## src/rtl/multi_scoreboard_if.sv

```systemverilog
// rtl/multi_scoreboard_if.sv - snapshot request / readout stream bundle for multi_scoreboard
//
// Purpose: groups the snapshot request and the readout stream handshake.
// Signals:
//   i_rd_req    request a snapshot (pulse)
//   i_rd_ready  consumer ready for the readout stream
//   o_rd_valid  readout word valid
//   o_rd_data   snapshot word (WIDTH bits)
//   o_rd_idx    word index: 0 = sample counter, k = channel k-1
//   o_rd_last   final word of the stream
//   o_busy      stream in progress
// Modports: master = scoreboard side, slave = consumer side.

interface multi_scoreboard_if #(
    parameter int WIDTH  = 32,
    parameter int NUM_CH = 4
) ();
    localparam int IDXW = $clog2(NUM_CH + 1);

    logic             i_rd_req;
    logic             i_rd_ready;
    logic             o_rd_valid;
    logic [WIDTH-1:0] o_rd_data;
    logic [IDXW-1:0]  o_rd_idx;
    logic             o_rd_last;
    logic             o_busy;

    modport master (
        input  i_rd_req,
        input  i_rd_ready,
        output o_rd_valid,
        output o_rd_data,
        output o_rd_idx,
        output o_rd_last,
        output o_busy
    );

    modport slave (
        output i_rd_req,
        output i_rd_ready,
        input  o_rd_valid,
        input  o_rd_data,
        input  o_rd_idx,
        input  o_rd_last,
        input  o_busy
    );
endinterface

```

## src/rtl/multi_scoreboard.sv

```systemverilog
// rtl/multi_scoreboard.sv - multi-channel event scoreboard with atomic snapshot readout
//
// Purpose: counts samples and per-channel events with freeze, synchronous
// clear and sticky overflow flags; a request copies every counter into a
// snapshot bank which is then streamed out one word per handshake.
// Ports:
//   clk       rising-edge clock
//   reset     asynchronous active-high reset
//   i_freeze  hold all counters
//   i_clear   zero live counters and overflow flags (wins over freeze)
//   i_event   per-channel event strobes (NUM_CH bits)
//   o_ovf     sticky overflow flags: bit 0 = sample counter, bit k = channel k-1
//   rd        readout bundle (multi_scoreboard_if.master)
// Configuration macro: MULTI_SCOREBOARD_SAT_EN
//   defined   -> counters saturate at all-ones
//   undefined -> counters wrap modulo 2^WIDTH
// In both cases an increment from all-ones sets the matching o_ovf bit.

module multi_scoreboard #(
    parameter int WIDTH  = 32,
    parameter int NUM_CH = 4
) (
    input  logic              clk,
    input  logic              reset,
    input  logic              i_freeze,
    input  logic              i_clear,
    input  logic [NUM_CH-1:0] i_event,
    output logic [NUM_CH:0]   o_ovf,
    multi_scoreboard_if.master rd
);
    localparam int IDXW = $clog2(NUM_CH + 1);
    localparam logic [IDXW-1:0] LAST_IDX = IDXW'(NUM_CH);

    typedef enum logic {
        S_IDLE   = 1'b0,
        S_STREAM = 1'b1
    } state_t;

    // Counter 0 is the sample counter, counter k is channel k-1.
    logic [WIDTH-1:0] r_ctr  [0:NUM_CH];
    logic [WIDTH-1:0] r_snap [0:NUM_CH];
    logic [NUM_CH:0]  r_ovf;
    logic [IDXW-1:0]  r_idx;
    state_t           r_state;
    state_t           w_next_state;

    logic [NUM_CH:0]  w_inc;
    logic             w_valid;
    logic             w_last;
    logic             w_busy;
    logic [WIDTH-1:0] w_data;

    // The sample counter advances on every unfrozen cycle.
    assign w_inc = {i_event, 1'b1};

    always_ff @(posedge clk or posedge reset) begin
        if (reset) begin
            for (int k = 0; k <= NUM_CH; k++) begin
                r_ctr[k] <= '0;
            end
            r_ovf <= '0;
        end else if (i_clear) begin
            for (int k = 0; k <= NUM_CH; k++) begin
                r_ctr[k] <= '0;
            end
            r_ovf <= '0;
        end else if (!i_freeze) begin
            for (int k = 0; k <= NUM_CH; k++) begin
                if (w_inc[k]) begin
                    if (&r_ctr[k]) begin
                        r_ovf[k] <= 1'b1;
`ifdef MULTI_SCOREBOARD_SAT_EN
                        r_ctr[k] <= r_ctr[k];
`else
                        r_ctr[k] <= '0;
`endif
                    end else begin
                        r_ctr[k] <= r_ctr[k] + WIDTH'(1);
                    end
                end
            end
        end
    end

    // Snapshot captures the pre-update counter values, so a same-edge clear
    // or event does not leak into the streamed words.
    always_ff @(posedge clk or posedge reset) begin
        if (reset) begin
            for (int k = 0; k <= NUM_CH; k++) begin
                r_snap[k] <= '0;
            end
            r_idx <= '0;
        end else begin
            case (r_state)
                S_IDLE: begin
                    if (rd.i_rd_req) begin
                        for (int k = 0; k <= NUM_CH; k++) begin
                            r_snap[k] <= r_ctr[k];
                        end
                        r_idx <= '0;
                    end
                end
                S_STREAM: begin
                    if (rd.i_rd_ready) begin
                        if (r_idx == LAST_IDX) begin
                            r_idx <= '0;
                        end else begin
                            r_idx <= r_idx + IDXW'(1);
                        end
                    end
                end
            endcase
        end
    end

    always_ff @(posedge clk or posedge reset) begin
        if (reset) begin
            r_state <= S_IDLE;
        end else begin
            r_state <= w_next_state;
        end
    end

    always_comb begin
        w_next_state = r_state;
        w_valid      = 1'b0;
        w_last       = 1'b0;
        w_busy       = 1'b0;
        w_data       = '0;
        case (r_state)
            S_IDLE: begin
                if (rd.i_rd_req) begin
                    w_next_state = S_STREAM;
                end
            end
            S_STREAM: begin
                w_valid = 1'b1;
                w_busy  = 1'b1;
                w_data  = r_snap[r_idx];
                w_last  = (r_idx == LAST_IDX);
                if (rd.i_rd_ready && w_last) begin
                    w_next_state = S_IDLE;
                end
            end
        endcase
    end

    assign rd.o_rd_valid = w_valid;
    assign rd.o_rd_data  = w_data;
    assign rd.o_rd_idx   = r_idx;
    assign rd.o_rd_last  = w_last;
    assign rd.o_busy     = w_busy;
    assign o_ovf         = r_ovf;

endmodule

```

## src/flat_wrapper.sv

```systemverilog
// flat-port wrapper written by rule: the top's interface ports become plain ports
module multi_scoreboard_flat 
#(
    parameter int WIDTH  = 32,
    parameter int NUM_CH = 4
)
  (clk, reset, i_freeze, i_clear, i_event, o_ovf, rd_i_rd_req, rd_i_rd_ready, rd_o_rd_valid, rd_o_rd_data, rd_o_rd_idx, rd_o_rd_last, rd_o_busy);
  multi_scoreboard_if #(.WIDTH(WIDTH), .NUM_CH(NUM_CH)) rd_i ();
  input  logic clk;
  input  logic reset;
  input  logic i_freeze;
  input  logic i_clear;
  input  logic [NUM_CH-1:0] i_event;
  output logic [NUM_CH:0] o_ovf;
  input wire logic [$bits(rd_i.i_rd_req)-1:0] rd_i_rd_req;
  input wire logic [$bits(rd_i.i_rd_ready)-1:0] rd_i_rd_ready;
  output wire logic [$bits(rd_i.o_rd_valid)-1:0] rd_o_rd_valid;
  output wire logic [$bits(rd_i.o_rd_data)-1:0] rd_o_rd_data;
  output wire logic [$bits(rd_i.o_rd_idx)-1:0] rd_o_rd_idx;
  output wire logic [$bits(rd_i.o_rd_last)-1:0] rd_o_rd_last;
  output wire logic [$bits(rd_i.o_busy)-1:0] rd_o_busy;
  assign rd_i.i_rd_req = rd_i_rd_req;
  assign rd_i.i_rd_ready = rd_i_rd_ready;
  assign rd_o_rd_valid = rd_i.o_rd_valid;
  assign rd_o_rd_data = rd_i.o_rd_data;
  assign rd_o_rd_idx = rd_i.o_rd_idx;
  assign rd_o_rd_last = rd_i.o_rd_last;
  assign rd_o_busy = rd_i.o_busy;
  multi_scoreboard #(.WIDTH(WIDTH), .NUM_CH(NUM_CH)) u_core (.clk(clk), .reset(reset), .i_freeze(i_freeze), .i_clear(i_clear), .i_event(i_event), .o_ovf(o_ovf), .rd(rd_i));
endmodule
```

## config.mk

```make
export PLATFORM = sky130hd
export DESIGN_NAME = multi_scoreboard_flat
export DESIGN_NICKNAME = d
export VERILOG_FILES = /design/src/rtl/multi_scoreboard_if.sv /design/src/rtl/multi_scoreboard.sv /design/src/flat_wrapper.sv
export SDC_FILE = /design/constraint.sdc
export NUM_CORES = 1
export LEC_CHECK = 0
export ABC_AREA = 1
export CORE_MARGIN = 5
export CORE_UTILIZATION = 40
export CTS_CLUSTER_SIZE = 25
export DETAILED_ROUTE_END_ITERATION = 10
export SLEW_MARGIN = 15
export SYNTH_ARGS = -nofsm -noshare
export SYNTH_HDL_FRONTEND = slang
export SYNTH_SLANG_ARGS = --single-unit
```

## constraint.sdc

```tcl
create_clock -name clk -period 15.65 [get_ports clk]
set_input_delay 3.13 -clock clk [delete_from_list [all_inputs] [get_ports clk]]
set_output_delay 3.13 -clock clk [all_outputs]
set_load 0.01 [all_outputs]
```

# After elaboration in Yosys (flattened, before gate mapping)
# Index checks and enable logic that the tools add are counted.
[word_totals] register_bits=329 out_inout_bits=43
[op_classes] addsub=6 magnitude_cmp=1 eq_ne=4 n_mux=35 n_bitwise=2 n_reduce_logical=26
[op_table] op="two-way mux 32 bit" n=12
[op_table] op="two-way mux 160 bit" n=2
[op_table] op="adder 32 x 1 -> 32 bit, second input constant" n=5
[op_table] op="AND reduction 32 bit" n=5
[op_table] op="binary-select mux 32 bit (select 3 bit)" n=1
[op_table] op="nonzero test 2 bit" n=9
[op_table] op="AND reduction 2 bit" n=7
[op_table] op="two-way mux 1 bit" n=13
[op_table] op="AND reduction 3 bit" n=4
[op_table] op="two-way mux 5 bit" n=2
[op_table] op="two-way mux 3 bit" n=3
[op_table] op="case mux 3 bit (2 select lines)" n=1
[op_table] op=">= comparator 4 bit, second input constant" n=1
[op_table] op="inequality test 2 bit, second input constant" n=2
[op_table] op="inverter 3 -> 4 bit" n=1
[op_table] op="adder 3 x 1 -> 3 bit, second input constant" n=1
[op_table] op="equality test 3 bit, second input constant" n=1
[op_table] op="inequality test 2 x 1 -> 1 bit, second input constant" n=1
[op_table] op="case mux 1 bit (2 select lines)" n=1
[op_table] op="logical AND 1 bit" n=1
[op_table] op="inverter 1 bit" n=1

# Longest topological paths before layout
# Gate-level depths: netlist (run 1).
[logic_depth] ltp_word=5 mapped_depth=10 ltp_nobuf=10

# Least setup slack after synthesis (run 1)
# OpenSTA, ideal clock, no wires.
[synth_path] path_type="flip-flop to output port" start="reg u_core.r_idx[0], in the netlist u_core.rd.o_rd_idx[0]" end="out rd_o_rd_last" arrival_ns=1.372 required_time_ns=12.520 path_slack_ns=11.148 stages_incl_launch_ff=7 path_buffers=2 cell_sequence="dfrtp_1 -> inv_1 -> buf_2 -> clkbuf_1 -> ha_1 -> nand2_1 -> nor2_1"
[synth_via] elab_chain_cells=2
[synth_rtl] element="start, declared" line="multi_scoreboard.sv:43" rtl="logic [IDXW-1:0] r_idx;"
[synth_rtl] element="start signal, assigned" line="multi_scoreboard.sv:108" rtl="r_idx <= r_idx + IDXW'(1);"
[synth_rtl] element="equality test 3 bit" line="multi_scoreboard.sv:140" rtl="w_last = (r_idx == LAST_IDX);"
[synth_rtl] element="two-way mux 1 bit" line="multi_scoreboard.sv:130" rtl="case (r_state)"
[synth_rtl] element="end, declared" line="flat_wrapper.sv:20" rtl="output wire logic [$bits(rd_i.o_rd_last)-1:0] rd_o_rd_last;"
# No other way between the ends.

# Worst setup path after layout (run 1)
[layout_path] start="reg u_core.r_idx[0], in the netlist u_core.rd.o_rd_idx[0]" end="out rd_o_rd_data[1]"
[layout_via] elab_chain_cells=5
[layout_rtl] element="inverter 3 -> 4 bit (implied by the code)" line="multi_scoreboard.sv:139" rtl="w_data = r_snap[r_idx];"
[layout_rtl] element="binary-select mux 32 bit (select 3 bit)" line="multi_scoreboard.sv:139"
[layout_rtl] element="two-way mux 32 bit (implied by the code) (2 in a row)" line="multi_scoreboard.sv:139"
[layout_rtl] element="two-way mux 32 bit" line="multi_scoreboard.sv:130"
[layout_rtl] element="end, declared" line="flat_wrapper.sv:18" rtl="output wire logic [$bits(rd_i.o_rd_data)-1:0] rd_o_rd_data;"
# No other way between the ends. The select of a mux whose other input is x is not followed.

==> results of run 1 <==
-- state kept, by name (all words and copies together) (netlist names) --
name and count:
u_core.r_ctr 160, u_core.r_state 1, u_core.r_snap 160, u_core.rd.o_rd_idx 3
u_core.o_ovf 5
-- power by group through the flow --
| stage | combinational (uW) | sequential (uW) | clock [uW] |
|---|---|---|---|
| 2_1_floorplan | 401 | 945 | 0 |
| 3_3_place_gp | 679 | 1010 | 0 |
| 3_5_place_dp | 678 | 1010 | 0 |
| 4_1_cts | 680 | 994 | 924 |
| 5_1_grt | 752 | 1010 | 955 |
| 6_report | 692 | 998 | 905 |
-- area by class of cell --
class / instances / area (sq um)
clock inverters: 8 / 108
multi-input cells: 1776 / 8320
well taps: 592 / 741
flip-flops and latches: 329 / 8240
inverters: 271 / 1020
repair buffers: 61 / 592
fillers: 4546 / 24200
clock buffers: 58 / 1140
-- cell families (layout without fill, tap and decap cells) --
group	after synthesis	after routing	share of synthesized area (%)
xor gates and xnor gates	49	49	2.39
buffers and inverters	359	398	8.04
adders and majority gates	7	7	0.487
AOI/OAI and AO/OA	358	358	10.4
and+or+nand+nor	1338	1338	31.4
muxes	24	24	1.50
DFF	329	329	45.8
-- worst max path at each step --
stage | endpoint | depth (start not counted) | startpoint | slack, ns
after floorplan | u_core.o_ovf[0] | 1 | reset | 3.41
after global placement | rd_o_rd_data[25] | 6 | u_core.rd.o_rd_idx[1] | 9.21
after detailed placement | u_core.r_ctr[83] | 4 | reset | 9.23
after CTS | rd_o_rd_data[17] | 6 | u_core.rd.o_rd_idx[1] | 8.68
after global routing | rd_o_rd_data[1] | 7 | u_core.rd.o_rd_idx[0] | 8.27
final | rd_o_rd_data[1] | 7 | u_core.rd.o_rd_idx[0] | 8.42
-- metrics by stage --
stage                     total power (uW)  utilization [%]  hold WS [ns]  setup WS, ns  area [sq um]
after global routing                  2710             45.5         0.495          8.27         20200
final                                 2590             45.5         0.474          8.42         20200
after detailed placement              1690             42.7         0.461          9.23         18900
after global placement                1690             42.7         0.455          9.21         18900
after floorplan                       1350                -         0.437          3.41         18000
after CTS                             2600             45.5         0.473          8.68         20100
-- critical path: cells and delay by family, from the launching register on --
kind,cells,cell delay (ns)
AO/OA/AOI/OAI,3,1.31
flip-flops,1,1.11
buffers and inverters,4,1.08
-- metal layers --
metal  vias to the layer above  GRT usage, %
li1                       7840             -
met1                      7761          31.9
met2                       442          34.4
met3                        73          4.44
met4                         0          6.08
met5                         -             0
-- layout by cell type, fill, tap and decap left out, types with 12 or more instances in the layout --
cell,count
nand4_1,52
a21oi_1,65
nor2_2,37
clkdlybuf4s50_1,52
nor2_1,380
mux2_2,24
o22ai_1,24
nand2_2,16
nor2_4,12
xor2_1,43
o21ai_0,262
nor3_1,15
dfrtp_1,326
inv_1,262
clkbuf_16,40
nand2_1,680
nand3_1,130
==> impl_table.tex, run 1 <==
\begin{tabular}{lr}
\hline
Metric & Value \\
\hline
\multicolumn{2}{l}{\textbf{Outcome}} \\
Run status & finished clean \\
\multicolumn{2}{l}{\textbf{Critical path}} \\
Slowest stage delay, CP & 1.11 ns \\
Ordered cell list for the critical path & clkinv\_1, buf\_4, o21ai\_0, o21ai\_0, o21ai\_0, inv\_1, clkdlybuf4s50\_1 \\
End of the worst register-to-register path & u\_core.r\_snap[38] \\
Arrival time reported for the critical path endpoint & 4.10 ns \\
Reg2reg start & u\_core.r\_state \\
R2R cell count & 4 \\
Req. time, crit path & 12.52 ns \\
Most used cell along the critical path & o21ai\_0 \\
R2R setup slack & 12.61 ns \\
Maximum fanout along the worst path & 70 \\
Type of origin of the critical path & register \\
Critical Setup Path Class & reg2out \\
Critical path endpoint category & primary output \\
Highest-delay cell along the critical path & dfrtp\_2 \\
\multicolumn{2}{l}{\textbf{Detailed routing}} \\
Routed wire length & 56100 um \\
Total length of routed met2 wires & 25400 um \\
Routed length on met3 & 3370 um \\
Router iterations before antenna repair & 5 \\
Routed wire per std cell & 18.1 um \\
Top layer reached by signal wires & met4 \\
Ratio of routed vias to standard cells & 5.21 \\
Initial detailed-routing violation count & 1636 \\
Count of antenna-violating nets left after detailed routing & 0 \\
Met1 Wirelength & 25900 um \\
Detailed-route via count & 16116 \\
Total DRC errors in the routed layout & 0 \\
\multicolumn{2}{l}{\textbf{Floorplanning}} \\
Overall die area & 49300 sq um \\
Starting density of the core & 40.6\% \\
Horizontal extent of the die & 222 um \\
Count of boundary I/O pins & 53 \\
Area of the core & 44300 sq um \\
Placement Rows & 77 \\
Y dimension of the die & 222 um \\
\multicolumn{2}{l}{\textbf{Power}} \\
Proportion of power drawn by the clock network & 34.9\% \\
Pwr/cell area & 129 nW/um\^{}2 \\
Switching share of power & 34.6\% \\
Switching power of the nets & 898 uW \\
LEAKAGE & 0.00894 uW \\
Part of the power in registers & 38.5\% \\
Power share of the combinational group & 26.7\% \\
Power Internal & 1700 uW \\
Peak ir drop on the vdd network & 0.000112 V \\
\multicolumn{2}{l}{\textbf{Yosys}} \\
Combined area of all synthesized cells & 18000 sq um \\
Mean Syn Cell Area & 7.30 sq um \\
Post-synthesis cell type count & 33 \\
Yosys warns & 0 \\
Synthesis-stage register bit count & 329 \\
FFs w/ async S/R, synth & 100\% \\
Proportion of synthesized chip area in sequential cells & 45.8\% \\
Nets in the synthesized netlist & 2481 \\
Portion of synthesized cell area occupied by the leading cell type & 45.8\% \\
Flip-flop cell with the highest count after synthesis & dfrtp\_1 \\
Most frequent cells after synthesis & nand2\_1 (681), nor2\_1 (381), dfrtp\_1 (329), inv\_1 (264), o21ai\_0 (262) \\
Cell type with the largest total area after synthesis & dfrtp\_1 \\
Number of enable-type register cells in the synthesized netlist & 0 \\
Most frequently used cell type in the post-synthesis netlist & nand2\_1 \\
Main area contributors after synthesis & dfrtp\_1 (46\%), nand2\_1 (14\%), nor2\_1 (8.0\%), o21ai\_0 (7.3\%), inv\_1 (5.5\%) \\
Cell count after synthesis & 2464 \\
\multicolumn{2}{l}{\textbf{STA}} \\
Final hold vios & 0 \\
Setup repair after global routing missed its margin & no \\
Final setup viols & 0 \\
Final slew viol count & 0 \\
F\_max & 138 MHz \\
Final cycle utilization of the critical path & 46.2\% \\
Minimum clock period & 7.23 ns \\
Max transition margin & 24.6\% \\
Setup TNS & 0 ns \\
Worst clock skew & 0.0168 ns \\
Slew at the pin with the worst max-slew slack & 1.13 ns \\
\multicolumn{2}{l}{\textbf{Clock tree}} \\
Quantity of gates resized following cts & 0 \\
Setup Buffers After CTS & 0 \\
TritonCTS clock tree & yes \\
Clock root buffer master & clkbuf\_16 \\
Hold-fix buffers, CTS & 0 \\
Bufs on Longest Clock Path & 3 \\
Latest clock arrival within the worst-skew pair & 0.56 ns \\
Total CTS buffers & 39 \\
H-Tree Depth & 2 \\
Sink count of the clock tree & 329 \\
Reg clk slew, reported paths & 0.06 ns \\
\multicolumn{2}{l}{\textbf{Global route}} \\
Antenna violations before repair & 0 \\
Number of global-route vias before repair & 14993 \\
Largest net degree at the start of global routing & 116 \\
Total congestion overflow & 0 \\
Wire length of the first global-routing pass & 87400 um \\
All-Layer GR Usage & 22.2\% \\
\multicolumn{2}{l}{\textbf{Place}} \\
HPWL reported at the end of detailed placement & 41200 um \\
\# placed instances & 3029 \\
Count of input and output buffers & 52 \\
Final Wtd Congestion & 0.916 \\
\multicolumn{2}{l}{\textbf{Worst hold path}} \\
Hold Crit Class & reg2reg \\
Hold path cells & 2 \\
End of the worst hold path & u\_core.r\_snap[133] \\
Startpoint of the worst hold path & u\_core.r\_snap[133] \\
\multicolumn{2}{l}{\textbf{Cells and area}} \\
Fin nets & 2495 \\
Fraction of final layout cells sized beyond drive strength 1 & 7.07\% \\
Final standard cell count with taps included and fillers excluded & 3095 \\
Area grow syn2layout & 12.1\% \\
Antenna diode instance count & 0 \\
\multicolumn{2}{l}{\textbf{Flow run}} \\
Number of max-cap violations & 0 \\
\hline
\end{tabular}
Power figures use the tool's default switching activity.
==> run 2: changes to the inputs <==
- clock period: 15.65 -> 6 ns (I/O delays scaled with it)
==> run 2 against run 1 <==
Combinational power rose to 2.6 times the previous value; critical path depth is the same; register-to-register slack lost 9.4 ns; largest cell class unchanged; die area is the same; critical endpoint is now rd_o_rd_data[20]; sequential share of layout area shrank 0.12 points; clock skew down 0.0053 ns; highest routed layer is now met5; via count increased by 0.14%; design area up 0.27%; worst setup slack worse by 7.1 ns.
==> impl_table.tex, run 2 (same netlist as run 1, synthesis figures left out) <==
\begin{tabular}{lr}
\hline
Metric & Value \\
\hline
\multicolumn{2}{l}{\textbf{Outcome}} \\
Run status & finished clean \\
\multicolumn{2}{l}{\textbf{Critical path}} \\
R2R cell count & 4 (unchanged) \\
Arrival time reported for the critical path endpoint & 3.52 ns (-0.58 ns) \\
Type of origin of the critical path & register \\
R2R setup slack & 3.21 ns (-9.40 ns) \\
Maximum fanout along the worst path & 70 (unchanged) \\
End of the worst register-to-register path & u\_core.r\_snap[16] \\
Reg2reg start & u\_core.r\_state \\
Req. time, crit path & 4.80 ns (-7.72 ns) \\
Critical path endpoint category & primary output \\
Critical Setup Path Class & reg2out \\
\multicolumn{2}{l}{\textbf{Worst hold path}} \\
End of the worst hold path & u\_core.r\_snap[133] \\
Hold Crit Class & reg2reg \\
Startpoint of the worst hold path & u\_core.r\_snap[133] \\
Hold path cells & 2 (unchanged) \\
\multicolumn{2}{l}{\textbf{Cells and area}} \\
Most common cell after layout, fill and taps aside & nand2\_1 \\
Area grow syn2layout & 12.4\% \\
Fraction of final layout cells sized beyond drive strength 1 & 7.64\% (+0.57 points) \\
Antenna diode instance count & 0 (unchanged) \\
Layout fillers & 4493 (-1.2\%) \\
Fin nets & 2501 (+0.24\%) \\
Highest-count cells in the layout ignoring fill and taps & nand2\_1 (680), nor2\_1 (380), dfrtp\_1 (327) \\
Utilization after layout & 45.6\% (+0.12 points) \\
\multicolumn{2}{l}{\textbf{Clock tree}} \\
Sink count of the clock tree & 329 (unchanged) \\
H-Tree Depth & 2 (unchanged) \\
TritonCTS clock tree & yes \\
Total CTS buffers & 39 (unchanged) \\
Clock root buffer master & clkbuf\_16 \\
Bufs on Longest Clock Path & 3 (unchanged) \\
Hold-fix buffers, CTS & 0 (unchanged) \\
Setup Buffers After CTS & 0 (unchanged) \\
Latest clock arrival within the worst-skew pair & 0.55 ns (about the same) \\
Quantity of gates resized following cts & 0 (unchanged) \\
Reg clk slew, reported paths & 0.06 ns (about the same) \\
\multicolumn{2}{l}{\textbf{STA}} \\
Setup TNS & 0 ns (unchanged) \\
F\_max & 212 MHz \\
Minimum clock period & 4.72 ns \\
Final setup viols & 0 (unchanged) \\
Setup repair after global routing missed its margin & no \\
Worst clock skew & 0.0115 ns (-0.00532 ns) \\
Slew at the pin with the worst max-slew slack & 1.09 ns (-0.0407 ns) \\
Final hold vios & 0 (unchanged) \\
Final slew viol count & 0 (unchanged) \\
Final cycle utilization of the critical path & 78.7\% \\
Max transition margin & 27.3\% (+2.7 points) \\
\multicolumn{2}{l}{\textbf{Detailed routing}} \\
Routed wire per std cell & 18.2 um (+0.16\%) \\
Total DRC errors in the routed layout & 0 (unchanged) \\
Detailed-route via count & 16138 (+0.14\%) \\
Router iterations before antenna repair & 6 (+1) \\
Initial detailed-routing violation count & 1517 (-7.3\%) \\
Count of antenna-violating nets left after detailed routing & 0 (unchanged) \\
Routed wire length & 56400 um (+0.45\%) \\
Ratio of routed vias to standard cells & 5.20 (-0.15\%) \\
\multicolumn{2}{l}{\textbf{Place}} \\
Final Wtd Congestion & 0.904 (-1.3\%) \\
HPWL reported at the end of detailed placement & 41900 um (+1.8\%) \\
Count of input and output buffers & 52 (unchanged) \\
\multicolumn{2}{l}{\textbf{Power}} \\
Peak ir drop on the vdd network & 0.000227 V (+100\%) \\
Pwr/cell area & 331 nW/um\^{}2 (+160\%) \\
LEAKAGE & 0.00896 uW (+0.29\%) \\
\multicolumn{2}{l}{\textbf{Floorplanning}} \\
Area of the core & 44300 sq um (unchanged) \\
Y dimension of the die & 222 um (unchanged) \\
Overall die area & 49300 sq um (unchanged) \\
Placement Rows & 77 (unchanged) \\
Count of boundary I/O pins & 53 (unchanged) \\
Horizontal extent of the die & 222 um (unchanged) \\
Starting density of the core & 40.6\% (unchanged) \\
\multicolumn{2}{l}{\textbf{Global route}} \\
Wire length of the first global-routing pass & 87700 um (+0.29\%) \\
All-Layer GR Usage & 22.3\% (+0.10 points) \\
Antenna violations before repair & 2 (+2) \\
Total congestion overflow & 0 (unchanged) \\
Met1 global-route usage & 32.0\% (+0.10 points) \\
Met3 demand-to-capacity share in global routing & 4.14\% (-0.29 points) \\
Number of global-route vias before repair & 15058 (+0.43\%) \\
Global routing's busiest layer & met2 \\
Fraction of met2 tracks used by global routing & 34.4\% (about the same) \\
Largest net degree at the start of global routing & 139 (+20\%) \\
\multicolumn{2}{l}{\textbf{Flow run}} \\
Number of max-cap violations & 0 (unchanged) \\
\hline
\end{tabular}
==> run 2: stage by stage <==
step | area, sq um | worst slack, ns | hold slack [ns] | total power [uW] | std cells
after floorplan | 18000 | 0.407 | 0.437 | 3510 | 2464
after global placement | 19000 | 1.96 | 0.456 | 4380 | 3035
after detailed placement | 19000 | 1.97 | 0.453 | 4390 | 3035
after CTS | 20200 | 1.36 | 0.468 | 6720 | 3104
after global routing | 20200 | 1.09 | 0.502 | 7020 | 3104
final | 20200 | 1.28 | 0.471 | 6690 | 3104
==> run 2: routing by layer <==
layer / part of all wire (%) / vias up
met4: 3.2 / 4
met2: 45 / 443
met3: 6.3 / 88
met1: 46 / 7745
met5: 0.035 / -
li1: - / 7858
==> run 2: worst max path at each step <==
stage	from	to	cells after the start
finish	u_core.rd.o_rd_idx[0]	rd_o_rd_data[20]	7
global route	u_core.rd.o_rd_idx[0]	rd_o_rd_data[25]	7
CTS	u_core.rd.o_rd_idx[0]	rd_o_rd_data[25]	7
detailed placement	u_core.rd.o_rd_idx[0]	rd_o_rd_data[25]	7
global placement	u_core.rd.o_rd_idx[0]	rd_o_rd_data[30]	7
floorplan	reset	u_core.o_ovf[0]	1
==> run 2: worst max-delay path, cell delays in order, from the launching register on <==
cell	delay [ns]
dfrtp_2	0.77
inv_1	0.16
buf_4	0.51
nor2_1	0.21
o22ai_1	0.47
o21ai_0	0.15
inv_1	0.09
clkdlybuf4s50_1	0.54
==> run 2: cell type report <==
class | count | area (sq um) | share of cell area [%]
clock buffers | 47 | 1060 | 5.23
clock inverters | 22 | 175 | 0.867
inverters | 271 | 1020 | 5.05
multi-input cells | 1776 | 8310 | 41.1
flip-flops and latches | 329 | 8240 | 40.7
well taps | 592 | 741 | 3.66
repair buffers | 67 | 671 | 3.32
==> run 2: power breakdown <==
part           internal, uW  leakage [uW]  total (uW)  switching [uW]
combinational           683       0.00384        1800            1110
sequential             2360       0.00453        2590             231
clock                  1310      0.000594        2300             993
==> run 3: changes to the inputs <==
- clock period: 6 -> 4.6 ns (I/O delays scaled with it)
==> run 3 against run 2 <==
Worst setup slack worse by 0.57 ns; hold slack better by 0.011 ns; via count down 0.11%; sequential power up 27%; clock-buffer cell count up 6; largest power group is now the clock network; critical path depth up 1; sequential share of layout area down 0.44 points; routed wire length down 0.23%; utilization up 0.50 points; register-to-register slack worse by 1.2 ns.
==> impl_table.tex, run 3 (same netlist as run 1, synthesis figures left out) <==
\begin{tabular}{lr}
\hline
Metric & Value \\
\hline
\multicolumn{2}{l}{\textbf{Critical path}} \\
Ordered cell list for the critical path & inv\_1, buf\_4, buf\_4, nor2\_1, o21ai\_0, o21ai\_0, inv\_1, clkdlybuf4s50\_1 \\
Highest-delay cell along the critical path & clkdlybuf4s50\_1 \\
Critical path endpoint category & primary output \\
Maximum fanout along the worst path & 48 (-31\%) \\
Req. time, crit path & 3.68 ns (-1.12 ns) \\
Arrival time reported for the critical path endpoint & 2.97 ns (-0.55 ns) \\
Slowest stage delay, CP & 0.55 ns (-0.22 ns) \\
R2R cell count & 8 (+4) \\
Critical Setup Path Class & reg2out \\
Reg2reg start & u\_core.r\_ctr[32] \\
Type of origin of the critical path & register \\
Crit path buf inv count & 5 (+1) \\
R2R setup slack & 2.01 ns (-1.20 ns) \\
End of the worst register-to-register path & u\_core.r\_ctr[50] \\
Kind of cell adding the most delay to the critical path & buffers and inverters \\
\multicolumn{2}{l}{\textbf{Cells and area}} \\
Layout fillers & 4436 (-1.3\%) \\
Fraction of final layout cells sized beyond drive strength 1 & 7.70\% (+0.058 points) \\
Multi-input gate area & 8310 sq um (unchanged) \\
Area grow syn2layout & 13.6\% \\
Highest-count cells in the layout ignoring fill and taps & nand2\_1 (680), nor2\_1 (380), dfrtp\_1 (327) \\
Fin nets & 2507 (+0.24\%) \\
Most common cell after layout, fill and taps aside & nand2\_1 \\
Final standard cell count with taps included and fillers excluded & 3112 (+0.26\%) \\
Summed area of non-filler cells in the final layout & 20400 sq um (+1.1\%) \\
FF+latch area & 8240 sq um (unchanged) \\
\multicolumn{2}{l}{\textbf{Flow run}} \\
Number of max-cap violations & 0 (unchanged) \\
\multicolumn{2}{l}{\textbf{STA}} \\
Final slew viol count & 0 (unchanged) \\
Worst clock skew & 0.0186 ns (+0.00709 ns) \\
Minimum clock period & 3.89 ns \\
Setup repair after global routing missed its margin & no \\
Setup TNS & 0 ns (unchanged) \\
F\_max & 257 MHz \\
Max transition margin & 28.5\% (+1.2 points) \\
Slew at the pin with the worst max-slew slack & 1.07 ns (-0.0199 ns) \\
Final setup viols & 0 (unchanged) \\
Final hold vios & 0 (unchanged) \\
Final cycle utilization of the critical path & 84.5\% \\
\multicolumn{2}{l}{\textbf{Place}} \\
Cell area reported after detailed placement & 19100 sq um (+0.37\%) \\
HPWL reported at the end of detailed placement & 42200 um (+0.67\%) \\
\# placed instances & 3041 (+0.20\%) \\
Final Wtd Congestion & 0.988 (+9.3\%) \\
Count of input and output buffers & 52 (unchanged) \\
\multicolumn{2}{l}{\textbf{Worst hold path}} \\
Hold Crit Class & reg2reg \\
Startpoint of the worst hold path & u\_core.r\_snap[147] \\
End of the worst hold path & u\_core.r\_snap[147] \\
Hold path cells & 2 (unchanged) \\
\multicolumn{2}{l}{\textbf{Power}} \\
Peak ir drop on the vdd network & 0.000376 V (+66\%) \\
Pwr/cell area & 446 nW/um\^{}2 (+35\%) \\
LEAKAGE & 0.00908 uW (+1.3\%) \\
Total power of the final layout & 9110 uW (+36\%) \\
\multicolumn{2}{l}{\textbf{Clock tree}} \\
TritonCTS clock tree & yes \\
Clock root buffer master & clkbuf\_16 \\
Latest clock arrival within the worst-skew pair & 0.57 ns (+0.02 ns) \\
Bufs on Longest Clock Path & 3 (unchanged) \\
Sink count of the clock tree & 329 (unchanged) \\
Reg clk slew, reported paths & 0.06 ns (about the same) \\
Quantity of gates resized following cts & 0 (unchanged) \\
Total CTS buffers & 39 (unchanged) \\
Hold-fix buffers, CTS & 0 (unchanged) \\
H-Tree Depth & 2 (unchanged) \\
Setup Buffers After CTS & 0 (unchanged) \\
\multicolumn{2}{l}{\textbf{Global route}} \\
Total congestion overflow & 0 (unchanged) \\
Met1 global-route usage & 32.7\% (+0.65 points) \\
Number of global-route vias before repair & 15162 (+0.69\%) \\
All-Layer GR Usage & 22.4\% (+0.079 points) \\
Met3 demand-to-capacity share in global routing & 4.38\% (+0.24 points) \\
Fraction of met2 tracks used by global routing & 34.1\% (-0.27 points) \\
Largest net degree at the start of global routing & 143 (+2.9\%) \\
Antenna violations before repair & 0 (-2) \\
Global routing's busiest layer & met2 \\
Wire length of the first global-routing pass & 88300 um (+0.72\%) \\
\multicolumn{2}{l}{\textbf{Detailed routing}} \\
Router iterations before antenna repair & 6 (unchanged) \\
Initial detailed-routing violation count & 1654 (+9.0\%) \\
Routed wire length & 56200 um (-0.23\%) \\
Ratio of routed vias to standard cells & 5.18 (-0.36\%) \\
Count of antenna-violating nets left after detailed routing & 0 (unchanged) \\
Total DRC errors in the routed layout & 0 (unchanged) \\
Routed wire per std cell & 18.1 um (-0.49\%) \\
Detailed-route via count & 16121 (-0.11\%) \\
\multicolumn{2}{l}{\textbf{Floorplanning}} \\
Y dimension of the die & 222 um (unchanged) \\
Count of boundary I/O pins & 53 (unchanged) \\
Placement Rows & 77 (unchanged) \\
Area of the core & 44300 sq um (unchanged) \\
Starting density of the core & 40.6\% (unchanged) \\
Overall die area & 49300 sq um (unchanged) \\
Horizontal extent of the die & 222 um (unchanged) \\
\multicolumn{2}{l}{\textbf{Outcome}} \\
Run status & finished clean \\
\hline
\end{tabular}
-- run 3: changes by cell type in the layout (fill, tap and decap cells not counted), sizes merged, moves of 2 or more --
| cell | previous run | this run |
|---|---|---|
| buf | 15 | 21 |
| clkinv | 12 | 4 |
| clkinvlp | 8 | 3 |
| inv | 272 | 274 |
| clkbuf | 47 | 53 |
| bufinv | 1 | 7 |
-- run 3: layout make-up --
type / instances / share of cell area [%]
Sequential cell: 329 / 40.3
Tap cell: 592 / 3.62
Antenna cell: 1 / 0.0122
Clock buffer: 53 / 5.28
Clock inverter: 17 / 1.48
Inverter: 271 / 5.00
Multi-Input combinational cell: 1776 / 40.7
Timing Repair Buffer: 73 / 3.62
-- run 3: report_power, final --
part	switching, uW	leakage, uW	internal [uW]	total [uW]
logic	1540	0.00388	910	2450
registers	221	0.00453	3080	3300
clock network	1310	0.000671	2060	3360
-- run 3: routing by layer --
layer	vias up	routed length, um
li1	7885	-
met3	80	4140
met1	7632	25900
met4	0	1430
met5	-	0
met2	524	24800
-- run 3: stage by stage --
step / util, % / setup WS (ns) / hold slack [ns]
2_1_floorplan: - / -0.713 / 0.437
3_5_place_dp: 43.0 / 1.23 / 0.464
4_1_cts: 46.1 / 0.760 / 0.478
5_1_grt: 46.1 / 0.567 / 0.500
6_report: 46.1 / 0.713 / 0.482
3_3_place_gp: 43.0 / 1.32 / 0.461
-- run 3: how the worst max path moves through the flow --
stage | startpoint | to | cells past startpoint
floorplan | reset | u_core.o_ovf[0] | 1
global placement | i_freeze | u_core.r_ctr[13] | 9
detailed placement | i_freeze | u_core.r_ctr[17] | 9
CTS | u_core.rd.o_rd_idx[0] | rd_o_rd_data[1] | 8
global route | u_core.rd.o_rd_idx[0] | rd_o_rd_data[4] | 8
finish | u_core.rd.o_rd_idx[0] | rd_o_rd_data[1] | 8
-- run 3: worst register-to-register path: stages (launching register included) --
cell and delay (ns):
dfrtp_1 0.48, ha_1 0.24, inv_1 0.06, nor2_1 0.32
nand2_1 0.16, nor2_4 0.17, nand2_2 0.11, o21ai_2 0.77
nor2_1 0.12
